### src/rtl/layer_reg_file.sv
// Layer-header register file: masked writes, registered write-first read ports,
// per-entry dirty flags and a sequenced soft-clear sweep.
module layer_reg_file #(
  parameter int unsigned       DATA_W   = 16,
  parameter int unsigned       DEPTH    = 32,
  parameter int unsigned       ADDR_W   = 5,
  parameter int unsigned       NUM_RD   = 2,
  parameter logic [DATA_W-1:0] INIT_VAL = '0
) (
  input  logic                       clk,
  input  logic                       reset,
  input  logic                       wr_en,
  input  logic [ADDR_W-1:0]          wr_addr,
  input  logic [DATA_W-1:0]          wr_data,
  input  logic [DATA_W-1:0]          wr_mask,
  input  logic [NUM_RD-1:0]          rd_en,
  input  logic [NUM_RD*ADDR_W-1:0]   rd_addr,
  output logic [NUM_RD*DATA_W-1:0]   rd_data,
  input  logic                       clr_req,
  output logic                       busy,
  output logic                       clr_done,
  output logic                       wr_drop,
  output logic [DEPTH-1:0]           dirty,
  input  logic                       dirty_clr,
  output logic                       dirty_any
);

  typedef enum logic {
    ST_IDLE  = 1'b0,
    ST_CLEAR = 1'b1
  } state_e;

  state_e              state_q, state_d;
  logic [ADDR_W-1:0]   idx_q, idx_d;
  logic [DEPTH-1:0]    dirty_q, dirty_d;
  logic                clr_done_q, clr_done_d;
  logic                wr_drop_q, wr_drop_d;

  logic                wr_valid;
  logic                wr_acc;
  logic                wr_set;
  logic                sweep_we;
  logic                sweep_last;
  logic [DATA_W-1:0]   wr_cur;
  logic [DATA_W-1:0]   wr_merged;
  logic [DATA_W-1:0]   mem [DEPTH];

  // Out-of-range writes are silently ignored: they never reach accept or drop logic.
  assign wr_valid   = wr_en && (32'(wr_addr) < DEPTH);
  assign sweep_last = (idx_q == ADDR_W'(DEPTH - 1));

  // State register
  always_ff @(posedge clk or negedge reset) begin
    if (!reset) begin
      state_q <= ST_IDLE;
    end else begin
      state_q <= state_d;
    end
  end

  // Next-state logic
  always_comb begin
    state_d = state_q;
    case (state_q)
      ST_IDLE:  if (clr_req)    state_d = ST_CLEAR;
      ST_CLEAR: if (sweep_last) state_d = ST_IDLE;
      default:                  state_d = ST_IDLE;
    endcase
  end

  // FSM outputs: sweep control, write acceptance and drop reporting; clear beats writes
  always_comb begin
    sweep_we   = 1'b0;
    wr_acc     = 1'b0;
    idx_d      = idx_q;
    clr_done_d = 1'b0;
    wr_drop_d  = 1'b0;
    case (state_q)
      ST_IDLE: begin
        if (clr_req) begin
          idx_d     = '0;
          wr_drop_d = wr_valid;
        end else begin
          wr_acc = wr_valid;
        end
      end
      ST_CLEAR: begin
        sweep_we  = 1'b1;
        wr_drop_d = wr_valid;
        if (sweep_last) begin
          idx_d      = '0;
          clr_done_d = 1'b1;
        end else begin
          idx_d = idx_q + ADDR_W'(1);
        end
      end
      default: ;
    endcase
  end

  always_ff @(posedge clk or negedge reset) begin
    if (!reset) begin
      idx_q      <= '0;
      clr_done_q <= 1'b0;
      wr_drop_q  <= 1'b0;
      dirty_q    <= '0;
    end else begin
      idx_q      <= idx_d;
      clr_done_q <= clr_done_d;
      wr_drop_q  <= wr_drop_d;
      dirty_q    <= dirty_d;
    end
  end

  // Current contents of the write target, merged with the masked write data
  always_comb begin
    wr_cur = '0;
    for (int i = 0; i < DEPTH; i++) begin
      if (wr_addr == ADDR_W'(i)) wr_cur = mem[i];
    end
  end

  assign wr_merged = (wr_cur & ~wr_mask) | (wr_data & wr_mask);
  assign wr_set    = wr_acc && (wr_mask != '0);

  // Dirty flags: a same-cycle accepted write overrides the bulk clear
  always_comb begin
    dirty_d = dirty_q;
    if (dirty_clr) dirty_d = '0;
    for (int i = 0; i < DEPTH; i++) begin
      if (sweep_we && (idx_q == ADDR_W'(i))) dirty_d[i] = 1'b0;
      if (wr_set && (wr_addr == ADDR_W'(i))) dirty_d[i] = 1'b1;
    end
  end

  // Storage entries
  for (genvar i = 0; i < DEPTH; i++) begin : g_ent
    logic [DATA_W-1:0] ent_q, ent_d;

    always_comb begin
      ent_d = ent_q;
      if (sweep_we && (idx_q == ADDR_W'(i))) begin
        ent_d = INIT_VAL;
      end else if (wr_acc && (wr_addr == ADDR_W'(i))) begin
        ent_d = wr_merged;
      end
    end

    always_ff @(posedge clk or negedge reset) begin
      if (!reset) begin
        ent_q <= '0;
      end else begin
        ent_q <= ent_d;
      end
    end

    assign mem[i] = ent_q;
  end

  // Registered read ports with write-first bypass of the write and the sweep
  for (genvar p = 0; p < NUM_RD; p++) begin : g_rd
    logic [ADDR_W-1:0] ra;
    logic [DATA_W-1:0] rv;
    logic [DATA_W-1:0] rd_q, rd_d;

    assign ra = rd_addr[p*ADDR_W +: ADDR_W];

    always_comb begin
      rv = '0;
      for (int i = 0; i < DEPTH; i++) begin
        if (ra == ADDR_W'(i)) rv = mem[i];
      end
      if (wr_acc && (wr_addr == ra)) rv = wr_merged;
      if (sweep_we && (idx_q == ra)) rv = INIT_VAL;
    end

    assign rd_d = rd_en[p] ? rv : rd_q;

    always_ff @(posedge clk or negedge reset) begin
      if (!reset) begin
        rd_q <= '0;
      end else begin
        rd_q <= rd_d;
      end
    end

    assign rd_data[p*DATA_W +: DATA_W] = rd_q;
  end

  assign busy      = (state_q == ST_CLEAR);
  assign clr_done  = clr_done_q;
  assign wr_drop   = wr_drop_q;
  assign dirty     = dirty_q;
  assign dirty_any = |dirty_q;

endmodule

### config.mk
export PLATFORM = sky130hd
export DESIGN_NAME = layer_reg_file
export DESIGN_NICKNAME = d
export VERILOG_FILES = /design/src/rtl/layer_reg_file.sv
export SDC_FILE = /design/constraint.sdc
export NUM_CORES = 2
export LEC_CHECK = 0
export ABC_AREA = 1
export CELL_PAD_IN_SITES_DETAIL_PLACEMENT = 0
export CELL_PAD_IN_SITES_GLOBAL_PLACEMENT = 2
export CORE_MARGIN = 4
export CORE_UTILIZATION = 30
export CTS_CLUSTER_DIAMETER = 200
export DETAILED_ROUTE_END_ITERATION = 16
export GPL_TIMING_DRIVEN = 0
export HOLD_SLACK_MARGIN = 0.12
export PLACE_DENSITY_LB_ADDON = 0.1
export SLEW_MARGIN = 10
export SYNTH_ARGS = -nofsm -noshare
export SYNTH_HDL_FRONTEND = slang
export SYNTH_SLANG_ARGS = --single-unit
### constraint.sdc
create_clock -name clk -period 2.9 [get_ports clk]
set_input_delay 0.725 -clock clk [delete_from_list [all_inputs] [get_ports clk]]
set_output_delay 0.725 -clock clk [all_outputs]
set_load 0.02 [all_outputs]
==> flow_summary.toml <==
[status]
status = "finished with violations"
violated_checks = "setup timing"

[cells_and_area]
stdcell_area_um2 = 53830
post_route_cells_drive_above_1_share_pct = 27.23
area_of_the_multi_input_gates_um2 = 23760
layout_commonest_cell = "nand2_1"
layout_common_cells = "1,587 x nand2_1, 896 x inv_1, 579 x dfrtp_1"
num-nets-final = 6233
layout.cells.non_filler = 7975
area.growth.synth_to_final_pct = 36.11
ff_latch_area_um2 = 14620
fillers = 13790

[floorplanning]
die_width_um = 371.1
io_pins = 122
start_util_pct = 30.35
fp.coreArea_um2 = 130300
die-area_um2 = 137700
fp-row-count = 132
die_y_um = 371.1

[sta]
finalSetupViolCount = 545
relSlewSlack_pct = 11.72
worst_pin_slew_ns = 1.319
finalHoldViolations = 0
grt_setup_unrepaired = "true"
post-route-period-util_pct = 134.0
post-route-worst-setup-slack_ns = -0.9847
fmax_mhz = 257.4
final.hold.worst_slack_ns = 0.4697
final.min_clock_period_ns = 3.885
final_layout_setup_total_negative_slack_ns = -393.34
fin_skew_ns = 0.03020
slew_violations = 0

[global_routing]
globalRoute.totalOverflow = 0
antenna_found_initial = 11
global_route_wire_length_before_repair_um = 316100
grt_start_max_net_pins = 92
grt_pass1_vias = 39980
grt_use_total_pct = 32.36

[drt]
drtAntennaViolNets = 0
drt_drc_violations_left = 0
route.detailed.wl_per_inst_um = 29.25
dr.first_iter.drc_count = 4063
route.vias.total = 42380
avgViaCountPerCell = 5.314
drt_pass1_iterations = 6
drt-total-wl_um = 233300

[setup_path]
end_kind = "flip-flop"
timing.critical_path.mode_cell = "nand2_1"
setup.worst_path.start_class = "primary input"
crit_path_top_delay_cell = "o211ai_1"
worst_setup_path_type = "in -> reg"
critPathRequiredTime_ns = 3.53
crit_path_max_incr_delay_ns = 0.38
arrival_ns = 4.51
crit_path_max_fanout = 6

[power]
pleak_nw = 24.18
seqPwrFrac_pct = 33.4
irDropWorstVdd_v = 0.0004496
p_clk_share_pct = 29.4
comb_power_share_pct = 37.1
intPower_mw = 20.75
p_sw_share_pct = 40.02
total_power_mw = 34.59
p_switching_mw = 13.84
power_per_cell_area_nw_per_um2 = 642.6

[cts]
clock_tree_from_tritoncts = "built"
htreeDepth = 3
cts.sink_count = 584
clock-root-buffer = "clkbuf_16"
clkTransAtPathRegs_ns = 0.05
tritoncts.num_buffers = 80
ctsLongestPathBuffers = 3
clkLatencyLatePin_ns = 0.70

[run]
drv_cap = 0

[place]
dp_hpwl_um = 171700
count_of_input_and_output_buffers = 110
gp_routability_congestion = 0.9197
place_area_um2 = 43280
instance_count_after_placement_with_tap_cells_included = 7614

[yosys]
synth_area_um2 = 39550
main_flop_type_after_synthesis = "dfrtp_1"
yosys_warnings = 0
ys_types = 52
synthArstFlopShare_pct = 100.0
mappedNetlistNets = 5813
synth_seq_area_share_pct = 36.95
postSynthCellCount = 5753
synth_area_per_cell_um2 = 6.875
synth-edff-count = 0
synth-seq-cells = 584

[min_path]
hold_path.class = "reg -> reg"
[kinds of logic after synthesis]
kind of cell | share of synthesized area, %
DFF | 36.95
adders and majority gates | 0.1898
xor gates and xnor gates | 0.1107
AOI/OAI and AO/OA | 18.64
and+or+nand+nor | 29.54
buffers and inverters | 14.57
[state kept, by name, indices dropped and copies added (netlist names)]
signal,flops
dirty,32
idx_q,5
g_ent.ent_q,512
busy,1
g_rd.rd_q,32
wr_drop,1
clr_done,1
[worst max-delay path: cells and delay by family]
kind	cells	cell delay (ns)
simple gates	27	2.84
compound gates	2	0.48
buf+inv	3	0.43
[stage by stage]
stage	setup WS, ns	utilization (%)
2_1_floorplan	-0.1139	-
3_3_place_gp	-29.59	33.04
3_5_place_dp	-3.391	33.21
4_1_cts	-1.008	38.25
5_1_grt	-0.9504	41.30
6_report	-0.9847	41.31
[area by class of cell]
class | count | share of cell area (%)
Antenna cell | 5 | 0.02324
Buffer | 268 | 5.479
Clock buffer | 126 | 4.454
Clock inverter | 11 | 0.2766
Inverter | 950 | 6.869
Multi-Input combinational cell | 3952 | 44.15
Sequential cell | 584 | 27.16
Tap cell | 1742 | 4.049
Timing Repair Buffer | 337 | 7.543
[what timing repair did]
| item | CTS | global route |
|---|---|---|
| setup endpoints to repair | 575 | 550 |
| cloned | 21 | 15 |
| endpoints found under the hold margin | 31 | 0 |
| resized for setup | 675 | 798 |
| hold buffers | 1 | 0 |
| buffers inserted | 97 | 96 |
| pin swaps | 155 | 353 |
[layer usage]
metal	track usage, %	share of wire [%]	vias to the layer above
met5	0	0.011	-
met3	4.463	6.2	304
met1	45.55	45	21310
met4	9.239	3.5	4
met2	51.70	45	1563
li1	-	-	19200
[worst paths after layout]
path	start	cells past startpoint	to	slack, ns
hold / removal	g_rd[1].rd_q[11]$_DFFE_PN0P_	2	g_rd[1].rd_q[11]$_DFFE_PN0P_	0.47
setup / recovery	rd_addr[3]	32	g_rd[0].rd_q[10]$_DFFE_PN0P_	-0.98
min in group asynchronous	reset	2	g_ent[4].ent_q[3]$_DFFE_PN0P_	0.53
setup reg to reg	g_ent[0].ent_q[14]$_DFFE_PN0P_	23	g_ent[20].ent_q[14]$_DFFE_PN0P_	-0.77
max in group asynchronous	reset	4	g_ent[22].ent_q[13]$_DFFE_PN0P_	0.93
hold reg to reg	g_rd[1].rd_q[11]$_DFFE_PN0P_	2	g_rd[1].rd_q[11]$_DFFE_PN0P_	0.47
[power by group through the flow]
stage               logic (mW)  clock network, mW  registers [mW]
floorplan                 6.08                  0            11.5
global placement          10.1                  0            11.7
detailed placement        10.2                  0            11.6
CTS                       11.6               10.3            11.5
global route              13.6               10.6            11.8
finish                    12.8               10.2            11.6
[synthesized netlist by cell type (7+ instances only)]
library cell	n	area, um2
nand2_1	2048	7687
inv_2	18	67.56
dfrtp_1	584	14610
inv_1	907	3405
o21ai_0	395	1977
nand2_2	26	162.7
nand2_4	14	157.7
o21ai_2	38	332.8
nor2_1	215	807.0
o2bb2ai_1	24	210.2
nor3_1	7	35.03
nand3_1	345	1727
buf_12	9	180.2
clkbuf_8	51	701.9
buf_2	38	190.2
o21ai_1	103	515.5
nand3b_1	28	210.2
or2_2	13	81.33
buf_4	9	67.56
o32ai_1	7	61.31
o22ai_1	162	1013
nand4_1	54	337.8
clkbuf_1	101	379.1
buf_6	44	495.5
a21oi_1	236	1181
nor4_1	7	43.79
o211ai_1	8	60.06
nor2_2	20	125.1
o22ai_2	156	1952
clkinv_1	23	86.33
Note: power is estimated with default switching activity, not from simulation.
